## config.mk

```make
export PLATFORM = sky130hd
export DESIGN_NAME = uart_tx_serializer_flat
export DESIGN_NICKNAME = d
export VERILOG_FILES = /design/src/rtl/uart_tx_serializer_if.sv /design/src/rtl/uart_tx_serializer.sv /design/src/flat_wrapper.sv
export SDC_FILE = /design/constraint.sdc
export NUM_CORES = 1
export LEC_CHECK = 0
export BUFFER_PORTS_ARGS = -buffer_cell sky130_fd_sc_hd__buf_2
export CAP_MARGIN = 20
export CORE_ASPECT_RATIO = 0.8
export CORE_UTILIZATION = 48
export DETAILED_ROUTE_END_ITERATION = 12
export HOLD_SLACK_MARGIN = 0.12
export PLACE_DENSITY = 0.76
export SLEW_MARGIN = 20
export SYNTH_ARGS = -nofsm -noshare
export SYNTH_HDL_FRONTEND = slang
export SYNTH_SLANG_ARGS = --single-unit
```

## constraint.sdc

```tcl
create_clock -name iClk -period 1.7 [get_ports iClk]
set_clock_uncertainty 0.1 [all_clocks]
set_input_delay 0.255 -clock iClk [delete_from_list [all_inputs] [get_ports iClk]]
set_output_delay 0.255 -clock iClk [all_outputs]
set_load 0.01 [all_outputs]
```

## src/rtl/uart_tx_serializer_if.sv

```systemverilog
// uart_tx_serializer_if
//   Byte handshake between the upstream command logic and the UART transmit
//   serializer.
//   iData   byte to send; sampled only on handshake
//   iValid  iData valid
//   oReady  serializer is idle and can take a byte
//   master: upstream producer; slave: serializer.
interface uart_tx_serializer_if #(
    parameter int DATA_BITS = 8
);
    logic [DATA_BITS-1:0] iData;
    logic                 iValid;
    logic                 oReady;

    modport master (output iData, output iValid, input oReady);
    modport slave  (input iData, input iValid, output oReady);
endinterface

```

## src/rtl/uart_tx_serializer.sv

```systemverilog
// uart_tx_serializer
//   UART transmit serializer driven by an external baud tick. One byte is
//   accepted per valid/ready handshake and sent as a start bit, LSB-first
//   data, an optional parity bit and one or two stop bits. Each bit lasts one
//   tick interval.
// Ports
//   iClk        system clock
//   iRst        asynchronous active-low reset
//   iBaud_tick  one-cycle pulse per bit period
//   bus         slave side of the byte handshake (iData, iValid, oReady)
//   oTx         registered serial line, idle high
//   oBusy       high from the cycle after the handshake until frame complete
//   oDone       one-cycle pulse in the first IDLE cycle after a frame
module uart_tx_serializer #(
    parameter int DATA_BITS = 8,  // 5..8
    parameter int PARITY    = 0,  // 0 none, 1 odd, 2 even
    parameter int STOP_BITS = 1   // 1 or 2
) (
    input  logic                 iClk,
    input  logic                 iRst,
    input  logic                 iBaud_tick,
    uart_tx_serializer_if.slave  bus,
    output logic                 oTx,
    output logic                 oBusy,
    output logic                 oDone
);

    typedef enum logic [2:0] {
        S_IDLE,
        S_SYNC,
        S_START,
        S_DATA,
        S_PARITY,
        S_STOP
    } state_e;

    localparam logic [2:0] LAST_BIT  = 3'(DATA_BITS - 1);
    localparam logic       LAST_STOP = 1'(STOP_BITS - 1);

    state_e               state_q, state_d;
    logic [DATA_BITS-1:0] shift_q, shift_d;
    logic                 par_q, par_d;
    logic [2:0]           bit_cnt_q, bit_cnt_d;
    logic                 stop_cnt_q, stop_cnt_d;
    logic                 tx_q, tx_d;
    logic                 busy_q, busy_d;
    logic                 done_q, done_d;

    always_comb begin
        state_d    = state_q;
        shift_d    = shift_q;
        par_d      = par_q;
        bit_cnt_d  = bit_cnt_q;
        stop_cnt_d = stop_cnt_q;
        done_d     = 1'b0;

        case (state_q)
            S_IDLE: begin
                // oReady is constantly high here, so iValid alone is the handshake.
                if (bus.iValid) begin
                    shift_d = bus.iData;
                    // Parity is taken from the latched byte, before any shifting.
                    par_d   = (PARITY == 2) ? ^bus.iData : ~^bus.iData;
                    state_d = S_SYNC;
                end
            end
            S_SYNC: begin
                // Waiting for a tick here keeps the start bit a full period long.
                bit_cnt_d  = '0;
                stop_cnt_d = '0;
                if (iBaud_tick) state_d = S_START;
            end
            S_START: begin
                if (iBaud_tick) state_d = S_DATA;
            end
            S_DATA: begin
                if (iBaud_tick) begin
                    shift_d = shift_q >> 1;
                    // Counter holds at the last bit rather than wrapping.
                    if (bit_cnt_q == LAST_BIT) begin
                        state_d = (PARITY != 0) ? S_PARITY : S_STOP;
                    end else begin
                        bit_cnt_d = bit_cnt_q + 3'd1;
                    end
                end
            end
            S_PARITY: begin
                if (iBaud_tick) state_d = S_STOP;
            end
            S_STOP: begin
                if (iBaud_tick) begin
                    if (stop_cnt_q == LAST_STOP) begin
                        state_d = S_IDLE;
                        done_d  = 1'b1;
                    end else begin
                        stop_cnt_d = 1'b1;
                    end
                end
            end
            default: state_d = S_IDLE;
        endcase
    end

    // The line is decoded from the next state so that oTx, although
    // registered, changes in the same cycle as the state register.
    always_comb begin
        tx_d = 1'b1;
        case (state_d)
            S_START:  tx_d = 1'b0;
            S_DATA:   tx_d = shift_d[0];
            S_PARITY: tx_d = par_d;
            default:  tx_d = 1'b1;
        endcase
        busy_d = (state_d != S_IDLE);
    end

    always_ff @(posedge iClk or negedge iRst) begin
        if (!iRst) begin
            state_q    <= S_IDLE;
            shift_q    <= '0;
            par_q      <= 1'b0;
            bit_cnt_q  <= '0;
            stop_cnt_q <= 1'b0;
            tx_q       <= 1'b1;
            busy_q     <= 1'b0;
            done_q     <= 1'b0;
        end else begin
            state_q    <= state_d;
            shift_q    <= shift_d;
            par_q      <= par_d;
            bit_cnt_q  <= bit_cnt_d;
            stop_cnt_q <= stop_cnt_d;
            tx_q       <= tx_d;
            busy_q     <= busy_d;
            done_q     <= done_d;
        end
    end

    assign bus.oReady = (state_q == S_IDLE);
    assign oTx        = tx_q;
    assign oBusy      = busy_q;
    assign oDone      = done_q;

endmodule

```

## src/flat_wrapper.sv

```systemverilog
// flat-port wrapper written by rule: the top's interface ports become plain ports
module uart_tx_serializer_flat 
#(
    parameter int DATA_BITS = 8,         
    parameter int PARITY    = 0,                          
    parameter int STOP_BITS = 1            
)
  (iClk, iRst, iBaud_tick, oTx, oBusy, oDone, bus_iData, bus_iValid, bus_oReady);
  uart_tx_serializer_if #(.DATA_BITS(DATA_BITS)) bus_i ();
  input  logic iClk;
  input  logic iRst;
  input  logic iBaud_tick;
  output logic oTx;
  output logic oBusy;
  output logic oDone;
  input wire logic [$bits(bus_i.iData)-1:0] bus_iData;
  input wire logic [$bits(bus_i.iValid)-1:0] bus_iValid;
  output wire logic [$bits(bus_i.oReady)-1:0] bus_oReady;
  assign bus_i.iData = bus_iData;
  assign bus_i.iValid = bus_iValid;
  assign bus_oReady = bus_i.oReady;
  uart_tx_serializer #(.DATA_BITS(DATA_BITS), .PARITY(PARITY), .STOP_BITS(STOP_BITS)) u_core (.iClk(iClk), .iRst(iRst), .iBaud_tick(iBaud_tick), .bus(bus_i), .oTx(oTx), .oBusy(oBusy), .oDone(oDone));
endmodule
```

==> results.yml <==
outcome:
  status: "finished clean"
sta:
  drv_slew: 0
  rsz0062_at_grt: "yes"
  finalSetupViolations: 0
  maxSlewHeadroom: 0.7144
  fin_crit_ps: 1659
  tightest_slew_ps: 421.7
  max_clock_freq_mhz: 602.8
  hold_viol: 0
  min_period_over_period: 0.9758
  fin_ws_ps: 41.21
yosys:
  seq_area_frac_synth: 0.4903
  syn-num-nets: 100
  ys.flop_type: "dfrtp_1"
  synth.area.top_cells: "dfrtp_1 (46%), xnor2_1 (6.3%), a222oi_1 (6.2%), inv_1 (4.6%), a22o_1 (3.6%)"
  netlist.area_leader.share: 0.4633
  synth_warnings: 0
  ys_types: 32
  synth_top_cell_by_area: "dfrtp_1"
  ys_ff_latch: 19
  synth-edff-count: 0
  syn_avg_cell_area_um2: 11.30
  syn_area_um2: 972.2
  async_reset_ff_frac: 1.000
  synthCells: 86
setup_path:
  critPathCaptureType: "register"
  critPathArrivalTime_ps: 1780
  start_kind: "register"
  reg2reg_from: "u_core.bit_cnt_q[1]"
  crit_fanout: 2
  required_ps: 1820
  r2r_cells: 6
  path_class: "register to register"
  r2r-end: "u_core.oTx"
  rrSetupSlack_ps: 40
min_path:
  hold_path.class: "primary input to register"
  min_to: "u_core.oDone"
  whs_path_depth: 3
  min_from: "iBaud_tick"
cells_and_area:
  syn_to_final_growth_pct: 28.96
  finalNetCount: 132
  diodes: 0
  drive_above_1_share: 0.3419
  layout_common_cells: "dfrtp_1 (18), buf_2 (15), inv_1 (11)"
  nFillCells: 168
  final_common_cell: "dfrtp_1"
grt:
  grt.total_usage: 0.2226
  grt_pass1_vias: 793
  met1_usage: 0.2783
  gr-total-overflow: 0
  top_usage_layer: "met2"
  met2_usage: 0.3468
  met3_usage: 0.07246
  grt_first_pass_wirelength_um: 3484
  grt_max_degree: 20
  antenna_found_initial: 0
routing:
  drt_iter0_markers: 29
  drtAntennaViolNets: 0
  vias: 804
  drc: 0
  wirelength_um: 2083
  vias_per_cell: 5.702
  drt_pre_antenna_iters: 5
  routedWlPerCell_um: 14.77
clock_tree:
  cts_buffers: 3
  cts_num_sinks: 19
  cts_tree: "yes"
  clockBufferDepth: 2
  cts_max_level: 1
  cts_root_buf: "clkbuf_4"
  clk_pin_slew_ps: 100
  clk-insertion-delay-late_ps: 300
die:
  die_h_um: 42.26
  die_x_um: 52.32
  rows: 14
  io_pins: 16
  design.core.area_mm2: 0.001892
  initial_core_util: 0.5139
  die_area_mm2: 0.002211
power_and_ir_drop:
  finalPower_mw: 1.520
  p_leak_nw: 0.6248
  ir_drop_v: 0.0007570
  p_per_area_mw_per_mm2: 1212
placed_design:
  port_buffers: 15
  dp_hpwl_um: 1345
  place_ws_ps: -26.34
  gp_congestion: 0.8093
job:
  maxCapViolations: 0
[state kept, by name, indices dropped and copies added (netlist names)]
| name | cells |
|---|---|
| u_core.stop_cnt_q | 1 |
| u_core.oBusy | 1 |
| u_core.oTx | 1 |
| u_core.state_q | 3 |
| u_core.oDone | 1 |
| u_core.shift_q | 8 |
| u_core.bit_cnt_q | 3 |
| u_core.par_q | 1 |
[cell type report]
type                       instances  area, um2  share of cell area
timing repair buffer              31      215.2              0.1717
inverter                          12      45.04             0.03593
tap                               24      30.03             0.02395
multi-input combinational         51      460.4              0.3673
sequential                        19      476.7              0.3802
clock buffer                       4      26.28             0.02096
[critical path, cell delays in order, from the launching register on]
cell and delay [ps]:
dfrtp_1 400, ha_2 210, ha_4 160, and4_1 130, or3_4 330, a211oi_2 150
o22ai_1 100
[cells in the mapped netlist (all sizes together) (2+ instances only)]
master  count
dfrtp      18
inv        12
xnor2       7
a222oi      6
a22o        4
a21oi       3
buf         3
nor3        3
o21ai       3
clkbuf      2
ha          2
mux2        2
nand3       2
nor2        2
[kinds of logic after synthesis]
logic type,synth area share
xor gates and xnor gates,0.06306
AOI/OAI and AO/OA,0.1840
and+or+nand+nor,0.1248
buffers and inverters,0.08880
DFF,0.4904
muxes,0.02316
adders and majority gates,0.02574
[layer usage]
metal | vias up | part of all wire
li1 | 378 | -
met1 | 392 | 0.46
met2 | 26 | 0.47
met3 | 8 | 0.038
met4 | 0 | 0.030
met5 | - | 0
[power breakdown]
| part | internal [mW] | total (mW) | switching, mW |
|---|---|---|---|
| clock network | 0.0914 | 0.227 | 0.135 |
| registers | 0.579 | 0.654 | 0.0752 |
| logic | 0.329 | 0.640 | 0.311 |
| total | 0.999 | 1.52 | 0.521 |
[metrics by stage]
step | std cells | cell area, um2 | hold WS [ps] | utilization | TNS [ps]
2_1_floorplan | 86 | 982.2 | -140.6 | - | 0
3_3_place_gp | 126 | 1091 | 114.2 | 0.5767 | 0
3_5_place_dp | 126 | 1091 | 112.9 | 0.5767 | -26.34
4_1_cts | 140 | 1222 | 162.4 | 0.6462 | -4.000
5_1_grt | 141 | 1254 | 175.5 | 0.6627 | -91.82
6_report | 141 | 1254 | 182.0 | 0.6627 | 0
[worst max path at each step]
stage | cells past startpoint | to | slack [ps] | start
after floorplan | 6 | u_core.oTx | 10 | u_core.bit_cnt_q[0]
after global placement | 6 | u_core.oTx | 5 | u_core.bit_cnt_q[0]
after detailed placement | 6 | u_core.oTx | -30 | u_core.bit_cnt_q[0]
after CTS | 6 | u_core.oTx | -4 | u_core.bit_cnt_q[1]
after global routing | 6 | u_core.oTx | -40 | u_core.bit_cnt_q[1]
final | 6 | u_core.oTx | 40 | u_core.bit_cnt_q[1]
[timing repair]
item                                    4_1_cts  5_1_grt
endpoints found under the hold margin        26        0
endpoints found under the setup margin        1        6
cloned                                        0        1
setup buffers                                 2        0
pin swaps                                     5        3
resized for setup                             1        7
hold buffers                                  8        0
(Power assumes the default switching activity.)
